$ cat src/rtl/conv_vect_ser_q_if.sv
// Sample stream into, and requantised pixel stream out of, the serial conv vector unit.
interface conv_vect_ser_q_if #(
    parameter int DATA_WIDTH = 8,
    parameter int OUT_WIDTH  = 8
);
    logic                         valid_i;
    logic signed [DATA_WIDTH-1:0] data_i;
    logic                         sop_i;
    logic                         eop_i;
    logic                         sof_i;
    logic                         eof_i;
    logic signed [OUT_WIDTH-1:0]  data_o;
    logic                         data_valid_o;
    logic                         sop_o;
    logic                         eop_o;
    logic                         sof_o;
    logic                         eof_o;

    modport master (
        output valid_i, data_i, sop_i, eop_i, sof_i, eof_i,
        input  data_o, data_valid_o, sop_o, eop_o, sof_o, eof_o
    );
    modport slave (
        input  valid_i, data_i, sop_i, eop_i, sof_i, eof_i,
        output data_o, data_valid_o, sop_o, eop_o, sof_o, eof_o
    );
endinterface

$ cat src/rtl/conv_vect_ser_q.sv
// Serial per-channel convolution vector unit: MAC over MTRX_NUM taps, bias, requantise, reframe.
// Kernel and bias ROM images are supplied as packed parameters, entry 0 in the low bits.
module conv_vect_ser_q #(
    parameter int DATA_WIDTH   = 8,
    parameter int KERNEL_WIDTH = 8,
    parameter int CHANNEL_NUM  = 3,
    parameter int MTRX_NUM     = 9,
    parameter int STRING_LEN   = 224,
    parameter int LINE_NUM     = 224,
    parameter int BIAS_WIDTH   = 24,
    parameter int OUT_WIDTH    = 8,
    parameter int SHIFT        = 7,
    parameter int RELU_EN      = 0,
    parameter logic [KERNEL_WIDTH*CHANNEL_NUM*MTRX_NUM-1:0] KERNEL_ROM = '0,
    parameter logic [BIAS_WIDTH*CHANNEL_NUM-1:0]            BIAS_ROM   = '0
) (
    input logic              clk,
    input logic              reset,
    conv_vect_ser_q_if.slave bus
);
    localparam int ACC_WIDTH = DATA_WIDTH + KERNEL_WIDTH + $clog2(MTRX_NUM) + 1;
    localparam int SUM_WIDTH = ((ACC_WIDTH > BIAS_WIDTH) ? ACC_WIDTH : BIAS_WIDTH) + 1;
    localparam int RND_WIDTH = SUM_WIDTH + 1;
    localparam int K_NUM     = CHANNEL_NUM * MTRX_NUM;
    localparam int CW  = (CHANNEL_NUM > 1) ? $clog2(CHANNEL_NUM) : 1;
    localparam int MW  = (MTRX_NUM > 1)    ? $clog2(MTRX_NUM)    : 1;
    localparam int KAW = (K_NUM > 1)       ? $clog2(K_NUM)       : 1;
    localparam int PW  = (STRING_LEN > 1)  ? $clog2(STRING_LEN)  : 1;
    localparam int LW  = (LINE_NUM > 1)    ? $clog2(LINE_NUM)    : 1;
    localparam logic signed [RND_WIDTH-1:0] RND =
        (SHIFT > 0) ? (RND_WIDTH'(1) <<< ((SHIFT > 0) ? SHIFT - 1 : 0)) : '0;
    localparam logic signed [RND_WIDTH-1:0] O_MAX = RND_WIDTH'((longint'(1) <<< (OUT_WIDTH - 1)) - 1);
    localparam logic signed [RND_WIDTH-1:0] O_MIN = ~O_MAX;

    logic [CW-1:0]  c_cnt, c_eff;
    logic [MW-1:0]  m_cnt, m_eff;
    logic [KAW-1:0] k_cnt, k_eff;

    // NOTE: every variable of this block is assigned on every path, so no latch is inferred.
    always_comb begin
        c_eff = bus.sof_i ? '0 : c_cnt;
        m_eff = bus.sof_i ? '0 : m_cnt;
        k_eff = bus.sof_i ? '0 : k_cnt;
    end

    // NOTE: sequential state uses non-blocking assignments so every register samples pre-edge values.
    always_ff @(posedge clk) begin
        if (reset) begin
            c_cnt <= '0;
            m_cnt <= '0;
            k_cnt <= '0;
        end else if (bus.valid_i) begin
            k_cnt <= (k_eff == KAW'(K_NUM - 1)) ? '0 : k_eff + KAW'(1);
            c_cnt <= (c_eff == CW'(CHANNEL_NUM - 1)) ? '0 : c_eff + CW'(1);
            if (c_eff == CW'(CHANNEL_NUM - 1))
                m_cnt <= (m_eff == MW'(MTRX_NUM - 1)) ? '0 : m_eff + MW'(1);
            else
                m_cnt <= m_eff;
        end
    end

    logic                           v1, v2;
    logic [3:0]                     ov;       // output-bearing valids, stages 3..6
    logic [5:0]                     sf_pipe;  // sof marker travelling alongside samples
    logic [CW-1:0]                  c1, c2;
    logic                           first1, first2, last1, last2;
    logic signed [DATA_WIDTH-1:0]   data1;
    logic signed [KERNEL_WIDTH-1:0] kern1;
    logic signed [BIAS_WIDTH-1:0]   bias1, bias2;
    logic signed [ACC_WIDTH-1:0]    prod2, rd2, sum2;
    logic signed [SUM_WIDTH-1:0]    s3;
    logic signed [RND_WIDTH-1:0]    r4;
    logic signed [OUT_WIDTH-1:0]    sat5, relu6;
    logic signed [ACC_WIDTH-1:0]    acc_mem [CHANNEL_NUM];

    always_ff @(posedge clk) begin
        if (reset) begin
            v1      <= 1'b0;
            v2      <= 1'b0;
            ov      <= '0;
            sf_pipe <= '0;
        end else begin
            v1      <= bus.valid_i;
            v2      <= v1;
            ov      <= {ov[2:0], v2 && last2};
            sf_pipe <= {sf_pipe[4:0], bus.valid_i && bus.sof_i};
        end
    end

    // Same-channel back-to-back samples read before the previous write lands: forward it.
    assign sum2 = (first2 ? '0 : rd2) + prod2;

    always_ff @(posedge clk) begin
        c1     <= c_eff;
        first1 <= (m_eff == '0);
        last1  <= (m_eff == MW'(MTRX_NUM - 1));
        data1  <= bus.data_i;
        kern1  <= KERNEL_ROM[k_eff*KERNEL_WIDTH +: KERNEL_WIDTH];
        bias1  <= BIAS_ROM[c_eff*BIAS_WIDTH +: BIAS_WIDTH];
        c2     <= c1;
        first2 <= first1;
        last2  <= last1;
        bias2  <= bias1;
        prod2  <= ACC_WIDTH'(data1) * ACC_WIDTH'(kern1);
        rd2    <= (v2 && c2 == c1) ? sum2 : acc_mem[c1];
        s3     <= SUM_WIDTH'(sum2) + SUM_WIDTH'(bias2);
        r4     <= (RND_WIDTH'(s3) + RND) >>> SHIFT;
        sat5   <= (r4 > O_MAX) ? O_MAX[OUT_WIDTH-1:0] :
                  (r4 < O_MIN) ? O_MIN[OUT_WIDTH-1:0] : r4[OUT_WIDTH-1:0];
        relu6  <= (RELU_EN != 0 && sat5[OUT_WIDTH-1]) ? '0 : sat5;
    end

    // NOTE: the accumulator RAM is not reset; tap 0 always overwrites, so stale contents never leak.
    always_ff @(posedge clk) begin
        if (v2 && !reset)
            acc_mem[c2] <= sum2;
    end

    logic [CW-1:0] chan_cnt, chan_e;
    logic [PW-1:0] pix_cnt, pix_e;
    logic [LW-1:0] line_cnt, line_e;
    logic          at_sop, at_eop;

    always_comb begin
        chan_e = sf_pipe[5] ? '0 : chan_cnt;
        pix_e  = sf_pipe[5] ? '0 : pix_cnt;
        line_e = sf_pipe[5] ? '0 : line_cnt;
        at_sop = (chan_e == '0) && (pix_e == '0);
        at_eop = (chan_e == CW'(CHANNEL_NUM - 1)) && (pix_e == PW'(STRING_LEN - 1));
    end

    always_ff @(posedge clk) begin
        if (reset) begin
            bus.data_o       <= '0;
            bus.data_valid_o <= 1'b0;
            bus.sop_o        <= 1'b0;
            bus.eop_o        <= 1'b0;
            bus.sof_o        <= 1'b0;
            bus.eof_o        <= 1'b0;
            chan_cnt         <= '0;
            pix_cnt          <= '0;
            line_cnt         <= '0;
        end else begin
            bus.data_valid_o <= ov[3];
            bus.sop_o        <= ov[3] && at_sop;
            bus.eop_o        <= ov[3] && at_eop;
            bus.sof_o        <= ov[3] && at_sop && (line_e == '0);
            bus.eof_o        <= ov[3] && at_eop && (line_e == LW'(LINE_NUM - 1));
            if (ov[3]) begin
                bus.data_o <= relu6;
                chan_cnt   <= (chan_e == CW'(CHANNEL_NUM - 1)) ? '0 : chan_e + CW'(1);
                pix_cnt    <= pix_e;
                line_cnt   <= line_e;
                if (chan_e == CW'(CHANNEL_NUM - 1)) begin
                    pix_cnt <= (pix_e == PW'(STRING_LEN - 1)) ? '0 : pix_e + PW'(1);
                    if (pix_e == PW'(STRING_LEN - 1))
                        line_cnt <= (line_e == LW'(LINE_NUM - 1)) ? '0 : line_e + LW'(1);
                end
            end else if (sf_pipe[5]) begin
                chan_cnt <= '0;
                pix_cnt  <= '0;
                line_cnt <= '0;
            end
        end
    end

    logic framing_in_unused;
    assign framing_in_unused = ^{bus.sop_i, bus.eop_i, bus.eof_i};
endmodule

$ cat src/flat_wrapper.sv
// flat-port wrapper written by rule: the top's interface ports become plain ports
module conv_vect_ser_q_flat 
#(
    parameter int DATA_WIDTH   = 8,
    parameter int KERNEL_WIDTH = 8,
    parameter int CHANNEL_NUM  = 3,
    parameter int MTRX_NUM     = 9,
    parameter int STRING_LEN   = 224,
    parameter int LINE_NUM     = 224,
    parameter int BIAS_WIDTH   = 24,
    parameter int OUT_WIDTH    = 8,
    parameter int SHIFT        = 7,
    parameter int RELU_EN      = 0,
    parameter logic [KERNEL_WIDTH*CHANNEL_NUM*MTRX_NUM-1:0] KERNEL_ROM = '0,
    parameter logic [BIAS_WIDTH*CHANNEL_NUM-1:0]            BIAS_ROM   = '0
)
  (clk, reset, bus_valid_i, bus_data_i, bus_sop_i, bus_eop_i, bus_sof_i, bus_eof_i, bus_data_o, bus_data_valid_o, bus_sop_o, bus_eop_o, bus_sof_o, bus_eof_o);
  conv_vect_ser_q_if #(.DATA_WIDTH(DATA_WIDTH), .OUT_WIDTH(OUT_WIDTH)) bus_i ();
  input logic clk;
  input logic reset;
  input wire logic [$bits(bus_i.valid_i)-1:0] bus_valid_i;
  input wire logic [$bits(bus_i.data_i)-1:0] bus_data_i;
  input wire logic [$bits(bus_i.sop_i)-1:0] bus_sop_i;
  input wire logic [$bits(bus_i.eop_i)-1:0] bus_eop_i;
  input wire logic [$bits(bus_i.sof_i)-1:0] bus_sof_i;
  input wire logic [$bits(bus_i.eof_i)-1:0] bus_eof_i;
  output wire logic [$bits(bus_i.data_o)-1:0] bus_data_o;
  output wire logic [$bits(bus_i.data_valid_o)-1:0] bus_data_valid_o;
  output wire logic [$bits(bus_i.sop_o)-1:0] bus_sop_o;
  output wire logic [$bits(bus_i.eop_o)-1:0] bus_eop_o;
  output wire logic [$bits(bus_i.sof_o)-1:0] bus_sof_o;
  output wire logic [$bits(bus_i.eof_o)-1:0] bus_eof_o;
  assign bus_i.valid_i = bus_valid_i;
  assign bus_i.data_i = bus_data_i;
  assign bus_i.sop_i = bus_sop_i;
  assign bus_i.eop_i = bus_eop_i;
  assign bus_i.sof_i = bus_sof_i;
  assign bus_i.eof_i = bus_eof_i;
  assign bus_data_o = bus_i.data_o;
  assign bus_data_valid_o = bus_i.data_valid_o;
  assign bus_sop_o = bus_i.sop_o;
  assign bus_eop_o = bus_i.eop_o;
  assign bus_sof_o = bus_i.sof_o;
  assign bus_eof_o = bus_i.eof_o;
  conv_vect_ser_q #(.DATA_WIDTH(DATA_WIDTH), .KERNEL_WIDTH(KERNEL_WIDTH), .CHANNEL_NUM(CHANNEL_NUM), .MTRX_NUM(MTRX_NUM), .STRING_LEN(STRING_LEN), .LINE_NUM(LINE_NUM), .BIAS_WIDTH(BIAS_WIDTH), .OUT_WIDTH(OUT_WIDTH), .SHIFT(SHIFT), .RELU_EN(RELU_EN), .KERNEL_ROM(KERNEL_ROM), .BIAS_ROM(BIAS_ROM)) u_core (.clk(clk), .reset(reset), .bus(bus_i));
endmodule
$ cat config.mk
export PLATFORM = sky130hd
export DESIGN_NAME = conv_vect_ser_q_flat
export DESIGN_NICKNAME = d
export VERILOG_FILES = /design/src/rtl/conv_vect_ser_q_if.sv /design/src/rtl/conv_vect_ser_q.sv /design/src/flat_wrapper.sv
export SDC_FILE = /design/constraint.sdc
export NUM_CORES = 1
export LEC_CHECK = 0
export ABC_AREA = 1
export CORE_MARGIN = 2
export CORE_UTILIZATION = 40
export CTS_CLUSTER_SIZE = 12
export DETAILED_ROUTE_END_ITERATION = 8
export HOLD_SLACK_MARGIN = 0.05
export PLACE_DENSITY = 0.6
export SLEW_MARGIN = 20
export SYNTH_ARGS = -nofsm -noshare
export SYNTH_HDL_FRONTEND = slang
export SYNTH_SLANG_ARGS = --single-unit
$ cat constraint.sdc
create_clock -name clk -period 9 [get_ports clk]
set_input_delay 2.7 -clock clk [delete_from_list [all_inputs] [get_ports clk]]
set_output_delay 2.7 -clock clk [all_outputs]
set_load 0.05 [all_outputs]
==> summary.txt, run 1 <==
Worst setup path
  – CP Max Fanout: 2
  – Worst Setup Start Kind: flip-flop
  – Crit-path slowest cell: clkdlybuf4s50_1
  – Delay-heaviest family, CP: buffers and inverters
  – Worst EP required: 6.30 ns
  – Crit-path cells: clkdlybuf4s50_1
  – Critical Path End Type: output port
  – CP Class: reg -> out
  – WP buf/inv: 1
  – R2R cell count: 13
  – Critical Path Stages: 1
  – R2R setup slack: 6.00 ns
  – CP peak stage delay: 0.80 ns
  – CP arrival: 1.63 ns

Clock tree
  – Clk root buf: clkbuf_16
  – Hold_buf cts: 0
  – H-tree Lvls: 1
  – Post_cts resized: 0
  – Bufs on Longest Clock Path: 3
  – CTS Buf Count: 23
  – Clock sinks: 206
  – Skew-Pair Late Insertion Delay: 0.51 ns
  – CTS tree: done
  – Clk slew on worst S/H paths: 0.06 ns
  – Post-CTS Setup Bufs: 0

Status
  – Status: finished, final reports clean

STA
  – Worst Skew: 0.01291 ns
  – Period minus WS final: 4.334 ns
  – Final TNS setup: 0 ns
  – Final Hold Slack: 0.3179 ns
  – Crit path setup slack, layout: 4.666 ns
  – Setup violators final: 0
  – RSZ-0062 raised after global routing: no
  – Max Slew Vio Count: 0
  – Slew HR: 0.4110
  – Fmax: 230.7 MHz
  – Final Hold Fails: 0
  – Worst Tran Pin Value: 0.8822 ns
  – Period Utilization, post-route: 0.4816

Synth
  – Post-synth EDFFs: 60
  – Leading area contributor after synthesis: dfxtp_1
  – Cells after Synth: 1171
  – Largest family of logic cells by synthesized area: simple AND/OR/NAND/NOR gates
  – Synth Area in Adders: 0.1084
  – Post-Syn Area per Cell: 8.638 sq um
  – Top FF cell, synth: dfxtp_1
  – Post-synthesis compound-gate area fraction: 0.06779
  – Netlist cell types: 50
  – Sequential area share after synthesis: 0.4671
  – Synth area leaders: dfxtp_1, edfxtp_1, nand2_1
  – Mapped cell area: 10110 sq um
  – Synth top area share: 0.2890
  – Post-Synth Simple-Gate Area: 0.2253
  – Synth warnings: 0
  – Mux share of post-synthesis cell area: 0.01979
  – Synth Area in XOR/XNOR: 0.03031
  – Ys async rst share: 0
  – Post-synthesis register bit count: 206

Global routing
  – Pin count of the biggest net entering global routing: 44
  – GR Util All Layers: 0.1492
  – Initial antenna violation count: 0
  – Vias in the first global route: 7074
  – Total grt overflow: 0
  – First-pass GRT wire length: 32690 um

Drt
  – DR iter-0 viols: 373
  – Post-route ant nets: 0
  – Routed WL: 18530 um
  – DR vias: 7310
  – Drt drc: 0
  – Wire per inst: 11.66 um
  – Via density: 4.600
  – Drt pass-1 iters: 5

Floorplanning
  – Die Wd: 163.0 um
  – FP Rows: 58
  – Die area: 26580 sq um
  – Die height: 163.0 um
  – Core area: 25040 sq um
  – Starting density of the core: 0.4040
  – # IOs: 28

Placed design
  – Cell count after placement: 1548
  – HPWL after detailed placement: 13490 um
  – Post-place setup slack: 4.184 ns
  – PortBufs: 16
  – Final GP Congestion: 0.8359

Layout
  – Commonest cells after routing, fill and taps aside: nand2_1, inv_1, dfxtp_1, nor2_1, edfxtp_1
  – Filler cells: 2435
  – Area Growth Syn to Fin: 14.28%
  – # diodes: 0
  – Most common cell after layout, fill and taps aside: nand2_1
  – Layout Nets: 1333
  – Layout cell share with drive strength beyond 1: 0.08419
  – Finished Layout Cells: 1589

Power
  – P_leak: 5.297 nW
  – Tot Pwr: 2.763 mW
  – Maximum vdd drop: 0.1347 mV
  – Cell area power density: 239.1 nW/um^2

Run
  – Max cap viols: 0

Worst hold path
  – Hold Path Depth: 0
  – Class of the worst hold path: reg -> reg
[metrics by stage]
stage	cell area [sq um]	util
after floorplan	10310	-
after global placement	10840	0.4330
after detailed placement	10840	0.4330
after CTS	11560	0.4617
after global routing	11560	0.4617
final	11560	0.4617
[routing by layer]
metal | track usage | up-vias | part of all wire
li1 | - | 3850 | -
met1 | 0.1954 | 3334 | 0.47
met2 | 0.2583 | 101 | 0.47
met3 | 0.02184 | 25 | 0.040
met4 | 0.03942 | 0 | 0.018
met5 | 0 | - | 0
[kinds of logic after synthesis]
logic type,after synthesis
other,2
DFF,206
and+or+nand+nor,499
adders and majority gates,75
xor gates and xnor gates,35
buffers and inverters,215
AOI/OAI and AO/OA,119
muxes,20
[synth_stat cells, types with 2 or more instances]
master       n
a21oi_1     39
a31o_2       2
a31oi_1      2
buf_2        4
clkbuf_1    20
conb_1       2
dfxtp_1    146
edfxtp_1    60
fa_1        21
ha_1        54
inv_1      184
inv_2        5
mux2i_1     20
nand2_1    231
nand2_2     27
nand2_4      2
nand3_1     56
nand3_2      5
nand3_4      2
nand3b_1     2
nand4_1     20
nor2_1     107
nor2_2      10
nor2_4       2
nor3_1      23
nor3b_1      3
nor4_1       4
o2111ai_1    3
o211ai_1     5
o21a_1       8
o21ai_0     46
o21bai_1     2
o22ai_1      2
o31ai_1      3
xnor2_1     10
xor2_1      25
[worst paths after layout]
check                                                  startpoint                         endpoint
worst max-delay path            u_core.bus.data_o[6]$_SDFFE_PP0P_                    bus_data_o[6]
worst max register to register              u_core.first2$_DFF_P_  u_core.acc_mem[2][20]$_DFFE_PP_
worst min-delay path                    u_core.sat5[1]$_SDFF_PN1_          u_core.relu6[1]$_DFF_P_
worst min register to register          u_core.sat5[1]$_SDFF_PN1_          u_core.relu6[1]$_DFF_P_
[cell type report]
| class | count | area, sq um | share of cell area |
|---|---|---|---|
| clock buffers | 34 | 678.2 | 0.05867 |
| well taps | 330 | 412.9 | 0.03572 |
| flip-flops and latches | 206 | 4726 | 0.4089 |
| clock inverters | 7 | 40.04 | 0.003464 |
| repair buffers | 22 | 205.2 | 0.01775 |
| inverters | 189 | 709.4 | 0.06138 |
| multi-input cells | 801 | 4787 | 0.4142 |
[state kept, by name (all words and copies together), names as in the netlist, 2 cells and up]
| signal | count |
|---|---|
| u_core.m_cnt | 4 |
| u_core.rd2 | 20 |
| u_core.sf_pipe | 6 |
| u_core.prod2 | 15 |
| u_core.c1 | 2 |
| u_core.ov | 4 |
| u_core.chan_cnt | 2 |
| u_core.r4 | 19 |
| u_core.c_cnt | 2 |
| u_core.pix_cnt | 8 |
| u_core.s3 | 19 |
| u_core.bus.data_o | 8 |
| u_core.acc_mem | 60 |
| u_core.line_cnt | 8 |
| u_core.sat5 | 8 |
| u_core.c2 | 2 |
| u_core.relu6 | 8 |
[power by group]
group | leakage [nW] | internal, mW | total [mW] | switching (mW)
Sequential | 1.75 | 1.15 | 1.22 | 0.0749
Combinational | 3.19 | 0.238 | 0.672 | 0.435
Clock | 0.360 | 0.521 | 0.868 | 0.347
Total | 5.30 | 1.91 | 2.76 | 0.856
(Power assumes the default switching activity.)
==> inputs of run 2 (changes only) <==
Clock period 9 ns to 4.1 ns, I/O delays scaled along.
==> run 2 against run 1 <==
Final cell count rose by 0.13%. First-iteration DRC count fell by 2.1%. Hold slack improved by 0.0076 ns. Largest power group unchanged. Sequential power rose by 120%. Core utilization barely moved.
==> summary.txt, run 2 (synthesized netlist as in run 1, its figures left out) <==
Status
  – Status: finished, final reports clean

STA
  – Worst Tran Pin Value: 0.7825 ns
  – Final TNS setup: 0 ns
  – Final Hold Fails: 0
  – Slew HR: 0.4776
  – RSZ-0062 raised after global routing: no
  – Period Utilization, post-route: 0.7273
  – Max Slew Vio Count: 0
  – Worst Skew: 0.01602 ns
  – Period minus WS final: 2.982 ns
  – Fmax: 335.4 MHz
  – Crit path setup slack, layout: 1.118 ns
  – Setup violators final: 0

Worst setup path
  – CP arrival: 3.37 ns
  – Crit-path slowest cell: dfxtp_1
  – Critical Path End Type: flip-flop
  – R2R setup slack: 1.12 ns
  – Delay-heaviest family, CP: simple AND/OR/NAND/NOR gates
  – CP Class: reg -> reg
  – Worst r2r src: u_core.first2$_DFF_P_
  – WP buf/inv: 3
  – Worst Setup Start Kind: flip-flop
  – CP Max Fanout: 19
  – Worst EP required: 4.49 ns
  – Crit-path cells: inv_1 -> nand2_1 -> fa_1 -> inv_1 -> nand2_2 -> nand2_2 -> nand3_1 -> nand2_1 -> nand2_1 -> a21boi_1 -> o21bai_1 -> nand2_1 -> inv_2 -> nand2_2 -> nand2_1
  – Worst r2r dst: u_core.s3[20]$_DFF_P_
  – CP peak stage delay: 0.56 ns
  – Most common cell on crit path: nand2_1
  – R2R cell count: 15

Placed design
  – PortBufs: 16
  – Final GP Congestion: 0.8661
  – HPWL after detailed placement: 13630 um
  – Cell count after placement: 1549
  – Post-place setup slack: 0.9414 ns

Floorplanning
  – Starting density of the core: 0.4040
  – Core area: 25040 sq um
  – Die area: 26580 sq um
  – FP Rows: 58
  – # IOs: 28
  – Die height: 163.0 um
  – Die Wd: 163.0 um

Global routing
  – Total grt overflow: 0
  – Initial antenna violation count: 0
  – Vias in the first global route: 7050
  – GR Util All Layers: 0.1478
  – First-pass GRT wire length: 32310 um
  – Pin count of the biggest net entering global routing: 44

Layout
  – Commonest cells after routing, fill and taps aside: nand2_1, inv_1, dfxtp_1, nor2_1, edfxtp_1
  – Final core utilization: 0.4621
  – Layout cell share with drive strength beyond 1: 0.08168
  – Largest register by flop count: u_core.acc_mem
  – # diodes: 0
  – Layout Nets: 1334
  – Most common cell after layout, fill and taps aside: nand2_1
  – Max FFs per register: 60
  – Area Growth Syn to Fin: 14.39%
  – Biggest regs: u_core.acc_mem (60), u_core.rd2 (20)
  – Finished Layout Cells: 1591

Clock tree
  – Clk root buf: clkbuf_16
  – H-tree Lvls: 1
  – CTS tree: done
  – Hold_buf cts: 0
  – Clk slew on worst S/H paths: 0.06 ns
  – CTS Buf Count: 23
  – Clock sinks: 206
  – Bufs on Longest Clock Path: 3
  – Post-CTS Setup Bufs: 0
  – Post_cts resized: 0
  – Skew-Pair Late Insertion Delay: 0.51 ns

Run
  – Max cap viols: 0

Power
  – Tot Pwr: 6.098 mW
  – Internal power: 4.199 mW
  – Maximum vdd drop: 0.3320 mV
  – P_leak: 5.297 nW
  – Comb power frac: 0.243
  – Flop pwr share: 0.439
  – Cell area power density: 527.0 nW/um^2
  – Clock share of power: 0.318
  – Switching Fraction: 0.3114
  – Switch Pwr: 1.899 mW

Worst hold path
  – Class of the worst hold path: reg -> reg
  – Hold Path Origin: u_core.sat5[7]$_SDFF_PN0_
  – Hold Path End: u_core.relu6[7]$_DFF_P_
  – Hold Path Depth: 0

Drt
  – DR iter-0 viols: 365
  – Via density: 4.605
  – Drt drc: 0
  – Routed WL: 18580 um
  – Drt pass-1 iters: 5
  – Wire per inst: 11.68 um
  – DR vias: 7326
  – Post-route ant nets: 0
[run 2: stage by stage]
step                hold slack [ns]  instance area [sq um]
floorplan                    0.3096                  10310
CTS                          0.3251                  11570
global placement             0.3099                  10850
detailed placement           0.3121                  10850
finish                       0.3255                  11570
global route                 0.3322                  11570
[run 2: cell type report]
class | instances | area [sq um]
fillers | 2430 | 13470
multi-input cells | 801 | 4787
flip-flops and latches | 206 | 4725
inverters | 189 | 709.4
clock buffers | 38 | 693.2
well taps | 330 | 412.9
repair buffers | 23 | 212.7
clock inverters | 4 | 30.03
[run 2: worst max path at each step]
| stage | depth (start not counted) | slack, ns | from | endpoint |
|---|---|---|---|---|
| floorplan | 4 | 0.66 | reset | u_core.acc_mem[0][10]$_DFFE_PP_ |
| global placement | 5 | 0.98 | reset | u_core.acc_mem[0][15]$_DFFE_PP_ |
| detailed placement | 5 | 0.94 | reset | u_core.acc_mem[1][15]$_DFFE_PP_ |
| CTS | 15 | 1.09 | u_core.first2$_DFF_P_ | u_core.s3[20]$_DFF_P_ |
| global route | 16 | 0.79 | u_core.first2$_DFF_P_ | u_core.s3[20]$_DFF_P_ |
| finish | 15 | 1.12 | u_core.first2$_DFF_P_ | u_core.s3[20]$_DFF_P_ |
[run 2: power groups by stage]
stage,clock (mW),combinational [mW],sequential [mW]
4_1_cts,1.98,1.42,2.68
3_5_place_dp,0,1.42,2.72
5_1_grt,2.09,1.72,2.72
3_3_place_gp,0,1.40,2.71
2_1_floorplan,0,1.19,2.68
6_report,1.94,1.48,2.68
[run 2: routing by layer]
layer	track usage	vias to the layer above	routed length, um
met1	0.1863	3370	8748
met4	0.04023	0	285
met5	0	-	0
met2	0.2646	86	8924
met3	0.02082	21	618
li1	-	3849	-
==> inputs of run 3 (changes only) <==
Settings changed: PLACE_DENSITY 0.6 to 0.62.
Clock period 4.1 ns to 2.6 ns, I/O delays scaled along.
==> run 3 against run 2 <==
Sequential cell count did not move. Critical endpoint is now bus_data_o[0]. Wire length rose by 0.69%. Cell area grew 1.8%. Clock-buffer cell count is 6 lower. Worst setup slack worse by 0.92 ns. Register-to-register slack got worse by 0.89 ns. Largest cell class unchanged. Hold slack lost 0.0011 ns.
==> summary.txt, run 3 (synthesized netlist as in run 1, its figures left out) <==
STA
  – Fmax: 416.4 MHz
  – Final Hold Fails: 0
  – Setup violators final: 0
  – Worst Skew: 0.01285 ns
  – Period Utilization, post-route: 0.9236
  – RSZ-0062 raised after global routing: no
  – Max Slew Vio Count: 0
  – Slew HR: 0.4718
  – Worst Tran Pin Value: 0.7856 ns
  – Crit path setup slack, layout: 0.1985 ns
  – Period minus WS final: 2.401 ns

Worst setup path
  – R2R cell count: 14
  – Crit-path cells: clkdlybuf4s50_1
  – WP buf/inv: 1
  – CP Max Fanout: 2
  – Crit-path slowest cell: clkdlybuf4s50_1
  – CP Class: reg -> out
  – CP arrival: 1.62 ns
  – Worst r2r dst: u_core.acc_mem[2][20]$_DFFE_PP_
  – R2R setup slack: 0.23 ns
  – Worst EP required: 1.82 ns
  – Worst r2r src: u_core.first2$_DFF_P_
  – Worst Setup Start Kind: flip-flop
  – Delay-heaviest family, CP: buffers and inverters
  – Critical Path End Type: output port
  – CP peak stage delay: 0.80 ns

Run
  – Max cap viols: 0

Layout
  – Layout cell share with drive strength beyond 1: 0.1012
  – Commonest cells after routing, fill and taps aside: nand2_1, inv_1, dfxtp_1, nor2_1, edfxtp_1
  – Most common cell after layout, fill and taps aside: nand2_1
  – Layout Nets: 1359
  – Biggest regs: u_core.acc_mem (60), u_core.rd2 (20)
  – Largest register by flop count: u_core.acc_mem
  – Max FFs per register: 60
  – Final core utilization: 0.4704
  – # diodes: 0
  – Area Growth Syn to Fin: 16.43%

Global routing
  – Total grt overflow: 0
  – Pin count of the biggest net entering global routing: 42
  – Vias in the first global route: 7137
  – First-pass GRT wire length: 32830 um
  – Initial antenna violation count: 0
  – GR Util All Layers: 0.1500

Clock tree
  – Skew-Pair Late Insertion Delay: 0.50 ns
  – CTS tree: done
  – Clk slew on worst S/H paths: 0.05 ns
  – H-tree Lvls: 1
  – CTS Buf Count: 23
  – Bufs on Longest Clock Path: 3
  – Clock sinks: 206
  – Clk root buf: clkbuf_16
  – Post_cts resized: 0
  – Hold_buf cts: 0
  – Post-CTS Setup Bufs: 0

Floorplanning
  – # IOs: 28
  – Die height: 163.0 um
  – FP Rows: 58
  – Die area: 26580 sq um
  – Core area: 25040 sq um
  – Die Wd: 163.0 um
  – Starting density of the core: 0.4040

Drt
  – DR vias: 7361
  – Drt drc: 0
  – Drt pass-1 iters: 5
  – Post-route ant nets: 0
  – Wire per inst: 11.59 um
  – Via density: 4.561
  – DR iter-0 viols: 398
  – Routed WL: 18710 um

Power
  – Maximum vdd drop: 0.4491 mV
  – P_leak: 5.423 nW
  – Cell area power density: 814.7 nW/um^2

Worst hold path
  – Class of the worst hold path: reg -> reg
  – Hold Path Origin: u_core.sat5[1]$_SDFF_PN1_
  – Hold Path End: u_core.relu6[1]$_DFF_P_
  – Hold Path Depth: 0

Status
  – Status: finished, final reports clean

Placed design
  – Post-place setup slack: 0.07872 ns
  – PortBufs: 16
  – HPWL after detailed placement: 13910 um
  – Final GP Congestion: 0.9304
[run 3: cell count changes in the layout (fill, tap and decap cells not counted)]
cell and change:
buf_12 +4, buf_4 +21, clkbuf_1 -4, clkbuf_4 +1, clkbuf_8 -3, clkinv_2 +4
clkinv_4 +1, inv_8 -1
[run 3: report_power, final]
part | switching (mW) | internal, mW | total [mW]
Sequential | 0.243 | 3.97 | 4.22
Combinational | 1.53 | 0.903 | 2.44
Clock | 1.21 | 1.73 | 2.94
[run 3: area by class of cell]
cell class | instances | area (sq um)
fillers | 2419 | 13260
multi-input cells | 801 | 4787
flip-flops and latches | 206 | 4725
inverters | 189 | 709.4
clock buffers | 32 | 644.4
repair buffers | 48 | 450.4
well taps | 330 | 412.9
clock inverters | 8 | 47.55
[run 3: through the flow]
step	cells	hold WS [ns]	power (mW)	setup TNS [ns]	cell area [sq um]
final	1614	0.3244	9.594	0	11780
after floorplan	1222	0.3096	6.090	-23.50	10310
after CTS	1614	0.3241	9.580	0	11780
after global routing	1614	0.3329	10.26	0	11780
after detailed placement	1574	0.3121	6.608	0	11080
after global placement	1574	0.3097	6.570	0	11080
[run 3: how the worst max path moves through the flow]
stage          slack (ns)  cells past startpoint                              start                         endpoint
2_1_floorplan       -0.39                      4                              reset  u_core.acc_mem[0][10]$_DFFE_PP_
3_3_place_gp         0.09                     11                          bus_sof_i     u_core.m_cnt[2]$_SDFFE_PP0P_
3_5_place_dp         0.08                     11                          bus_sof_i     u_core.m_cnt[2]$_SDFFE_PP0P_
4_1_cts              0.17                      1  u_core.bus.data_o[6]$_SDFFE_PP0P_                    bus_data_o[6]
5_1_grt              0.03                     16              u_core.first2$_DFF_P_            u_core.s3[20]$_DFF_P_
6_report             0.20                      1  u_core.bus.data_o[0]$_SDFFE_PP0P_                    bus_data_o[0]
[run 3: routing by layer]
layer	part of all wire	routed length [um]	vias up	global-route usage
met1	0.47	8842	3356	0.1930
li1	-	-	3892	-
met4	0.020	378	0	0.04385
met3	0.035	661	27	0.02108
met5	0	0	-	0
met2	0.47	8823	86	0.2625
